--- src/rtl/led_bargraph_ctrl.sv ---
`default_nettype none
// ============================================================================
// led_bargraph_ctrl : sweeps an LED matrix, writing only the LEDs whose state changed
// Revision: 1.0
// ============================================================================
module led_bargraph_ctrl #(
   parameter int LEDS_N  = 2,
   parameter int LEDS_M  = 2,
   parameter int N_BITS  = 2,
   parameter int M_BITS  = 2,
   parameter int TIMEOUT = 1023,
   parameter int TO_BITS = 10
) (
   input  logic                       clk,
   input  logic                       reset,
   input  logic [N_BITS+M_BITS:0]     level,
   input  logic                       level_stb,
   input  logic                       refresh,
   input  logic                       mx_done,
   output logic                       sel,
   output logic [N_BITS+M_BITS-1:0]   sel_addr,
   output logic                       en,
   output logic                       busy,
   output logic                       upd_done,
   output logic                       err
);
   localparam int NLEDS = LEDS_N * LEDS_M;
   localparam int AW    = N_BITS + M_BITS;
   localparam logic [AW:0]         NLEDS_V  = (AW+1)'(NLEDS);
   localparam logic [AW-1:0]       LAST_IDX = AW'(NLEDS - 1);
   localparam logic [TO_BITS-1:0]  TO_LAST  = TO_BITS'(TIMEOUT - 1);

   typedef enum logic [2:0] {
      INIT  = 3'd0,
      IDLE  = 3'd1,
      SCAN  = 3'd2,
      ISSUE = 3'd3,
      WAIT  = 3'd4,
      DONE  = 3'd5
   } state_t;

   state_t              state, state_n;
   logic [AW:0]         target, target_n;
   logic [AW-1:0]       idx, idx_n;
   logic [NLEDS-1:0]    shadow, shadow_n;
   logic                force_wr, force_n;
   logic                pending, pending_n;
   logic [AW:0]         pend_level, pend_level_n;
   logic                pend_force, pend_force_n;
   logic [TO_BITS-1:0]  to_cnt, to_cnt_n;
   logic                err_q, err_n;
   logic                want, cur_shadow, advance;

   function automatic logic [AW:0] sat(input logic [AW:0] l);
      return (l > NLEDS_V) ? NLEDS_V : l;
   endfunction

   always_ff @(posedge clk or negedge reset) begin
      if (!reset) begin
         state      <= INIT;
         target     <= '0;
         idx        <= '0;
         shadow     <= '0;
         force_wr   <= 1'b0;
         pending    <= 1'b0;
         pend_level <= '0;
         pend_force <= 1'b0;
         to_cnt     <= '0;
         err_q      <= 1'b0;
      end else begin
         state      <= state_n;
         target     <= target_n;
         idx        <= idx_n;
         shadow     <= shadow_n;
         force_wr   <= force_n;
         pending    <= pending_n;
         pend_level <= pend_level_n;
         pend_force <= pend_force_n;
         to_cnt     <= to_cnt_n;
         err_q      <= err_n;
      end
   end

   always_comb begin
      want       = ({1'b0, idx} < target);
      cur_shadow = 1'b0;
      for (int i = 0; i < NLEDS; i++) begin
         if (idx == AW'(i)) cur_shadow = shadow[i];
      end
   end

   always_comb begin
      state_n      = state;
      target_n     = target;
      idx_n        = idx;
      shadow_n     = shadow;
      force_n      = force_wr;
      pending_n    = pending;
      pend_level_n = pend_level;
      pend_force_n = pend_force;
      to_cnt_n     = to_cnt;
      err_n        = err_q;
      advance      = 1'b0;

      // Requests during a sweep are queued; a refresh alone reuses the current target
      if (state != IDLE && state != DONE) begin
         if (level_stb) begin
            pending_n    = 1'b1;
            pend_level_n = level;
         end else if (refresh && !pending) begin
            pend_level_n = target;
         end
         if (refresh) begin
            pending_n    = 1'b1;
            pend_force_n = 1'b1;
         end
      end

      case (state)
         INIT: begin
            target_n = '0;
            force_n  = 1'b1;
            idx_n    = '0;
            state_n  = SCAN;
         end
         IDLE: begin
            if (level_stb) begin
               target_n = sat(level);
               force_n  = refresh;
               idx_n    = '0;
               state_n  = SCAN;
            end else if (refresh) begin
               force_n  = 1'b1;
               idx_n    = '0;
               state_n  = SCAN;
            end
         end
         SCAN: begin
            if (force_wr || (want != cur_shadow)) state_n = ISSUE;
            else if (idx == LAST_IDX)             state_n = DONE;
            else                                  idx_n   = idx + AW'(1);
         end
         ISSUE: begin
            to_cnt_n = '0;
            state_n  = WAIT;
         end
         WAIT: begin
            if (mx_done) begin
               for (int i = 0; i < NLEDS; i++) begin
                  if (idx == AW'(i)) shadow_n[i] = want;
               end
               advance = 1'b1;
            end else if (to_cnt == TO_LAST) begin
               err_n   = 1'b1;
               advance = 1'b1;
            end else begin
               to_cnt_n = to_cnt + TO_BITS'(1);
            end
            if (advance) begin
               if (idx == LAST_IDX) begin
                  state_n = DONE;
               end else begin
                  idx_n   = idx + AW'(1);
                  state_n = SCAN;
               end
            end
         end
         DONE: begin
            force_n      = 1'b0;
            pending_n    = 1'b0;
            pend_force_n = 1'b0;
            // A strobe landing on the DONE cycle merges with any queued request
            if (pending || level_stb || refresh) begin
               target_n = sat(level_stb ? level : (pending ? pend_level : target));
               force_n  = (pending && pend_force) || refresh;
               idx_n    = '0;
               state_n  = SCAN;
            end else begin
               state_n  = IDLE;
            end
         end
         default: state_n = INIT;
      endcase
   end

   assign sel      = (state == ISSUE);
   assign sel_addr = idx;
   assign en       = ((state == ISSUE) || (state == WAIT)) && want;
   assign busy     = reset && (state != IDLE);
   assign upd_done = (state == DONE);
   assign err      = err_q;

endmodule
`default_nettype wire

--- config.mk ---
export PLATFORM = sky130hd
export DESIGN_NAME = led_bargraph_ctrl
export DESIGN_NICKNAME = d
export VERILOG_FILES = /design/src/rtl/led_bargraph_ctrl.sv
export SDC_FILE = /design/constraint.sdc
export NUM_CORES = 1
export LEC_CHECK = 0
export ABC_AREA = 1
export ABC_CLOCK_PERIOD_IN_PS = 4600
export CORE_MARGIN = 3
export CORE_UTILIZATION = 56
export CTS_CLUSTER_DIAMETER = 80
export DETAILED_ROUTE_END_ITERATION = 10
export GPL_TIMING_DRIVEN = 0
export PLACE_DENSITY_LB_ADDON = 0.25
export SETUP_SLACK_MARGIN = 0.1
export SLEW_MARGIN = 20
export SYNTH_ARGS = -nofsm -noshare
export SYNTH_HDL_FRONTEND = slang
export SYNTH_SLANG_ARGS = --single-unit
--- constraint.sdc ---
create_clock -name clk -period 4.6 [get_ports clk]
set_clock_uncertainty 0.2 [all_clocks]
set_input_delay 0.46 -clock clk [delete_from_list [all_inputs] [get_ports clk]]
set_output_delay 0.46 -clock clk [all_outputs]
set_load 0.01 [all_outputs]
After elaboration in Yosys (flattened, before gate mapping)
Cells that the tools add are included.
Word-level totals
  memories: 0
  RAM bits: 0
  bits in read-only memories: 0
  word-level logic and storage cells: 116
  output and inout port bits: 9
  input bits: 10
  bits in latches: 0
  register bits: 35
Operators by class
  shifts and indexed selects: 0
  eq/ne operators: 20
  multiplexer cells: 44
  bitwise gates (word level): 1
  $mul: 0
  reductions and logical operators: 33
  $lt $le $gt $ge: 3
  add/subtract/negate cells: 2
  div/mod/pow operators: 0
Operator list (number)
  5-bit two-way mux: 8
  4-bit two-way mux: 6
  3-bit AND reduction: 8
  10-bit two-way mux: 2
  10-bit case mux with 2 select lines: 1
  4-bit case mux with 5 select lines: 1
  3-bit two-way mux: 6
  3-bit case mux with 6 select lines: 1
  1-bit two-way mux: 16
  5-bit case mux with 3 select lines: 1
  10-bit by 1-bit adder with 10-bit output (second input constant): 1
  10-bit == test (second input constant): 1
  5-bit by 3-bit > comparator with 1-bit output (second input constant): 2
  2-bit inequality test (second input constant): 5
  3-bit inequality test (second input constant): 3
  4-bit by 2-bit == test with 1-bit output (second input constant): 2
  2-bit AND reduction: 4
  2-bit nonzero test: 4
  3-bit by 2-bit == test with 1-bit output (second input constant): 2
  3-bit == test (second input constant): 2
  3-bit nonzero test: 2
  1-bit logical AND: 5
  1-bit logical OR: 5
  4-bit by 5-bit less-than comparator with 1-bit output: 1
  other kinds (14): 14

Longest topological paths before layout
Gate-level depths: netlist of the first run.
  word-level depth: 9
  depth in mapped cells: 14
  mapped depth without buffers: 14

Least setup slack after synthesis of the first run
Ideal clock, no wire load.
  path type: reg2out
  start point: register idx[2], in the netlist sel_addr[2]
  end point: output en
  cell stages (with the launch flop): 9
  path buffers: 0
  arrival time: 1.455 ns
  path slack: 2.485 ns
  required time: 3.940 ns
  path through: dfrtp_1 > ha_1 > nand2_1 > nand2_1 > nand2_1 > nand2_1 > nor2_2 > inv_2 > a21oi_1
On the way
  word-level cells in the longest chain between the ends: 2
RTL lines
  from (decl): RTL line 44  | logic [AW-1:0] idx, idx_n;
  from (signal assigned): RTL line 73  | idx <= idx_n;
  4-bit by 5-bit less-than comparator with 1-bit output: RTL line 85  | want = ({1'b0, idx} < target);
  1-bit logical AND: RTL line 188  | assign en = ((state == ISSUE) || (state == WAIT)) && want;
  to (decl): RTL line 22  | output logic en,
Every way passes these cells.

Final worst setup path of the first run
Same ends and word-level chain as after synthesis.

==> results of run 1 <==
## routing by layer
| layer | vias up | share of wire | GRT usage |
|---|---|---|---|
| li1 | 1024 | - | - |
| met1 | 906 | 0.49 | 0.300 |
| met2 | 37 | 0.47 | 0.346 |
| met3 | 6 | 0.036 | 0.0518 |
| met4 | 0 | 0.0079 | 0.0596 |
| met5 | - | 0 | 0 |
## placed cells by master (no fill, tap or decap), drive strengths merged
master and n:
a211oi 1, nor4 2, inv 49, xnor2 2, o21bai 1, a22oi 2
nor2 37, nand4 7, clkbuf 7, o31ai 5, a21oi 19, a31oi 3
nor3 7, o21a 1, and2 2, clkinv 1, o21ai 18, ha 9
buf 3, xor2 4, dlygate4sd3 1, dfrtp 35, nand2 76, nand3 19
clkdlybuf4s50 17
## per-stage QoR
stage	worst slack (ps)	std cells	util	cell area, µm²	hold slack [ps]
finish	1580	376	0.698	2670	285
global route	1370	376	0.698	2670	328
CTS	1560	376	0.698	2670	287
detailed placement	1890	368	0.672	2570	185
global placement	1040	367	0.666	2550	264
floorplan	2480	301	-	2310	-35.6
## final timing paths
path / from / endpoint / slack [ps]
max: sel_addr[2] / en / 1580
min: err / err / 280
max reg2reg: sel_addr[2] / sel_addr[2] / 2430
min reg2reg: err / err / 280
max in group asynchronous: reset / state[2] / 3370
min in group asynchronous: reset / pend_force / 400
## cell families (layout without fill, tap and decap cells)
| logic type | Yosys count | in the layout |
|---|---|---|
| compound gates | 50 | 50 |
| xor+xnor | 6 | 6 |
| fa+ha+maj | 9 | 9 |
| buf+inv | 51 | 78 |
| flops | 35 | 35 |
| simple gates | 150 | 150 |
## layout make-up
| type | count | share of cell area |
|---|---|---|
| plain buffers | 2 | 0.00328 |
| well taps | 48 | 0.0225 |
| inverters | 49 | 0.0689 |
| flip-flops and latches | 35 | 0.328 |
| clock inverters | 1 | 0.00187 |
| clock buffers | 6 | 0.0309 |
| multi-input cells | 215 | 0.465 |
| repair buffers | 20 | 0.0797 |
## power groups by stage
stage	combinational [W]	clock [W]	sequential (W)
3_5_place_dp	0.000685	0	0.000460
3_3_place_gp	0.000670	0	0.000455
6_report	0.000691	0.000230	0.000454
2_1_floorplan	0.000525	0	0.000447
4_1_cts	0.000693	0.000231	0.000454
5_1_grt	0.000794	0.000251	0.000465
## worst register-to-register path, stage by stage (launching register included)
cell,delay (ps)
dfrtp_1,470
ha_1,350
nand2_1,70
nand2_1,50
nand2_1,50
nand2_1,60
nor2_2,240
inv_2,110
nand2_2,90
nand3_2,80
nand2_2,80
nand2_4,80
nand2_1,90
o21ai_2,60
## flip-flops by register name (all words and copies together), names as in the netlist
name and count:
to_cnt 10, pend_force 1, shadow 4, target 5, pend_level 5, pending 1
force_wr 1, sel_addr 4, err 1, state 3
==> flow_summary.json, run 1 <==
{
  "synth_nets": 320,
  "status": "complete, no violations",
  "fin_crit_ps": 3020,
  "track_usage": 0.219,
  "clock_sinks": 35,
  "worst-setup-path-type": "reg -> out",
  "drive_gt1_frac": 0.162,
  "synth-compound-area-share": 0.124,
  "critPathBufInv": 2,
  "grt_pass1_wl_um": 8710,
  "syn_area_um2": 2310,
  "gp_congestion": 0.906,
  "yosysTopAreaCellShare": 0.379,
  "synth_most_common_cell": "nand2_1",
  "power_w": 0.00137,
  "min_path_type": "reg -> reg",
  "grt_antenna_before_repair": 0,
  "clockPowerShare": 0.167,
  "cp_num_cells": 9,
  "grt_max_degree": 25,
  "wl_um": 4920,
  "first_pass_iters": 5,
  "clockRootBuffer": "clkbuf_8",
  "dr_total_vias": 1973,
  "slew_viol_final": 0,
  "cp_slowest_cell": "clkdlybuf4s50_1",
  "irDropWorstVdd_mv": 0.333,
  "synthTopCellsByCount": "63 x nand2_1, 37 x inv_1, 35 x dfrtp_1, 30 x nor2_1, 18 x a21oi_1",
  "syn2layout_area_growth_pct": 15.6,
  "synth_largest_area_cell": "dfrtp_1",
  "core-area_um2": 3830,
  "p_int_w": 0.000761,
  "nets": 347,
  "cp_cell_sequence": "ha_1 -> nand2_1 -> nand2_1 -> nand2_1 -> nand2_1 -> nor2_2 -> inv_2 -> a21oi_1 -> clkdlybuf4s50_1",
  "tightest_slew_ps": 416,
  "critPathLaunchType": "flop",
  "grt_overflow": 0,
  "drtIter0Drc": 134,
  "synth-seq-cells": 35,
  "initial_core_util": 0.604,
  "wire_per_inst_um": 13.1,
  "synth_top_family_by_area": "simple AND/OR/NAND/NOR gates",
  "synth.distinct_cells": 34,
  "grt_pass1_vias": 1934,
  "die_w_um": 70.2,
  "synthFlopType": "dfrtp_1",
  "cp_top_family": "buffers and inverters",
  "insertion_delay_ps": 290,
  "rows": 22,
  "ys_top_cells_by_area": "dfrtp_1 38%, nand2_1 10%, inv_1 6.0%",
  "die-area_um2": 4930,
  "die_height_um": 70.2,
  "synth.area.mux_share": 0,
  "reg2reg_depth": 13,
  "synth-edff-count": 0,
  "syn-instance-count": 301,
  "synth_warnings": 0,
  "clk_pin_slew_worst_paths_ps": 70,
  "critPathMaxFanout": 6,
  "hold_violations": 0,
  "seq_power_share": 0.330,
  "antenna_left": 0,
  "grt_setup_unrepaired": "false",
  "cp.arrival_ps": 2360,
  "hpwl_um": 3780,
  "required_ps": 3940,
  "cts_htree_levels": 2,
  "p_sw_w": 0.000614,
  "power_leakage_nw": 1.30,
  "fill_cells": 315,
  "holdPathStages": 1,
  "powerDensity_nw_per_um2": 515,
  "synth-simple-area-share": 0.342,
  "cts-resized-gates": 0,
  "drc_errors": 0,
  "finalSetupViolCount": 0,
  "swShare": 0.447,
  "ctsHoldBuffers": 1,
  "regArea_um2": 876,
  "synth-adder-area-share": 0.0488,
  "ys_async_sr_fraction": 1.00,
  "clock.fmax_mhz": 332,
  "post_drt_via_cell_ratio": 5.25,
  "boundaryPins": 19,
  "synth_xor_area_frac": 0.0228,
  "diodes": 0,
  "cts_setup_buffers": 0,
  "drv_cap": 0,
  "clock_path_buffers": 2,
  "syn_avg_cell_area_um2": 7.67,
  "finalCritPeriodShare": 0.656,
  "port_buffers": 18,
  "tns_ps": 0,
  "yosysSeqAreaShare": 0.379,
  "max_stage_delay_ps": 550,
  "crit_path_end_kind": "primary output",
  "cts-buffers-inserted": 5,
  "cpMostUsedCell": "nand2_1",
  "multiInputGateArea_um2": 1240,
  "slew_headroom": 0.722,
  "cts_tree": "done",
  "comb_power_share": 0.503
}
Note: power is estimated with default switching activity, not from simulation.
==> run 2: changes to the inputs <==
--- a/config.mk
+++ b/config.mk
@@ -6,7 +6,7 @@
 export NUM_CORES = 1
 export LEC_CHECK = 0
 export ABC_AREA = 1
-export ABC_CLOCK_PERIOD_IN_PS = 4600
+export ABC_CLOCK_PERIOD_IN_PS = 3020
 export CORE_MARGIN = 3
 export CORE_UTILIZATION = 56
 export CTS_CLUSTER_DIAMETER = 80
==> constraint.sdc (replaced) <==
create_clock -name clk -period 3.02 [get_ports clk]
set_clock_uncertainty 0.2 [all_clocks]
set_input_delay 0.302 -clock clk [delete_from_list [all_inputs] [get_ports clk]]
set_output_delay 0.302 -clock clk [all_outputs]
set_load 0.01 [all_outputs]
==> flow_summary.json, run 2 (synthesis results as in run 1) <==
{
  "gp_congestion": 0.906,
  "first_pass_iters": 4,
  "wl_um": 4940,
  "drc_errors": 0,
  "tightest_slew_ps": 416,
  "power_leakage_nw": 1.31,
  "fin_crit_ps": 2560,
  "hold_violations": 0,
  "crit_path_end_kind": "primary output",
  "clock.fmax_mhz": 390,
  "layout.cells.most_common_list": "63 x nand2_1, 37 x inv_1, 34 x dfrtp_1, 30 x nor2_1, 18 x a21oi_1",
  "worst-setup-path-type": "in -> out",
  "cp_cell_sequence": "dlygate4sd3_1 -> buf_2 -> buf_16 -> inv_1 -> nor2_1 -> clkdlybuf4s50_1",
  "critPathLaunchType": "input port",
  "slew_viol_final": 0,
  "fill_cells": 316,
  "antenna_left": 0,
  "wire_per_inst_um": 13.1,
  "hpwl_um": 3780,
  "grt_antenna_before_repair": 0,
  "min_path_type": "in -> async",
  "multiInputGateArea_um2": 1250,
  "grt_pass1_vias": 1934,
  "initial_core_util": 0.604,
  "powerDensity_nw_per_um2": 787,
  "clk_pin_slew_worst_paths_ps": 70,
  "required_ps": 2520,
  "die-area_um2": 4930,
  "track_usage": 0.219,
  "syn2layout_area_growth_pct": 16.0,
  "dp_cells": 368,
  "reg2reg_depth": 13,
  "core-area_um2": 3830,
  "cp.arrival_ps": 2060,
  "diodes": 0,
  "dr_total_vias": 1979,
  "slew_headroom": 0.723,
  "critPathMaxFanout": 24,
  "drive_gt1_frac": 0.165,
  "grt_max_degree": 25,
  "cts-buffers-inserted": 5,
  "clockRootBuffer": "clkbuf_8",
  "cts_htree_levels": 2,
  "finalSetupViolCount": 0,
  "die_height_um": 70.2,
  "die_w_um": 70.2,
  "post_drt_via_cell_ratio": 5.26,
  "clock_path_buffers": 2,
  "boundaryPins": 19,
  "rows": 22,
  "regMostFlops": "to_cnt",
  "layout_commonest_cell": "nand2_1",
  "largest_reg_flops": 10,
  "final_cell_count_no_fill": 376,
  "finalCritPeriodShare": 0.848,
  "drtIter0Drc": 117,
  "nets": 347,
  "port_buffers": 18,
  "cp_slowest_cell": "clkdlybuf4s50_1",
  "grt_overflow": 0,
  "status": "complete, no violations",
  "reg_top3": "to_cnt: 10 flops, pend_level: 5 flops, target: 5 flops",
  "irDropWorstVdd_mv": 0.511,
  "drv_cap": 0,
  "hold_ws_ps": 237,
  "clock_sinks": 35,
  "regArea_um2": 877,
  "insertion_delay_ps": 300,
  "max_stage_delay_ps": 540,
  "grt_setup_unrepaired": "false",
  "grt_pass1_wl_um": 8710,
  "cts_tree": "done"
}
run 2: changes by cell type in the layout (fill, tap and decap cells not counted):
cell             previous run  this run
nor2_4                      3         4
nor2_2                      4         3
dfrtp_2                     0         1
dfrtp_1                    35        34
clkdlybuf4s50_1            17        16
dlymetal6s2s_1              0         1
run 2: worst paths after layout:
check / start / end / slack, ps
max: reset / busy / 460
min: reset / pend_force / 240
max reg2reg: sel_addr[2] / sel_addr[2] / 940
min reg2reg: err / err / 290
max in group asynchronous: reset / sel_addr[2] / 1940
min in group clk: err / err / 290
run 2: routing by layer:
layer | GRT usage | vias up | part of all wire
met4 | 0.0596 | 0 | 0.010
met1 | 0.300 | 915 | 0.48
met5 | 0 | - | 0
met3 | 0.0518 | 5 | 0.044
met2 | 0.346 | 36 | 0.47
li1 | - | 1023 | -
run 2: final cells by class:
class,count,share of cell area
repair buffers,20,0.0803
well taps,48,0.0224
multi-input cells,215,0.465
clock inverters,1,0.00187
inverters,49,0.0687
plain buffers,2,0.00327
clock buffers,6,0.0308
flip-flops and latches,35,0.327
run 2: where the power goes:
group	switching [W]	internal, W
registers	0.0000985	0.000594
clock network	0.000175	0.000179
logic	0.000672	0.000389
run 2: worst max-delay path: cells and delay by family:
kind	cells	cell delay, ps
simple gates	1	90
buf+inv	5	1650
run 2: repair_timing:
item	CTS	global route
gates resized for setup	0	3
hold buffers	1	0
buffers inserted	0	0
hold endpoints to repair	12	0
setup endpoints to repair	0	1
run 2: metrics by stage:
step	utilization	TNS, ps	setup WS (ps)	power [W]	instance area, µm²
after floorplan	-	0	1060	0.00148	2310
after global placement	0.666	-224	-224	0.00171	2550
after detailed placement	0.672	0	466	0.00174	2570
after CTS	0.698	0	136	0.00210	2670
after global routing	0.700	0	295	0.00231	2680
final	0.700	0	459	0.00211	2680
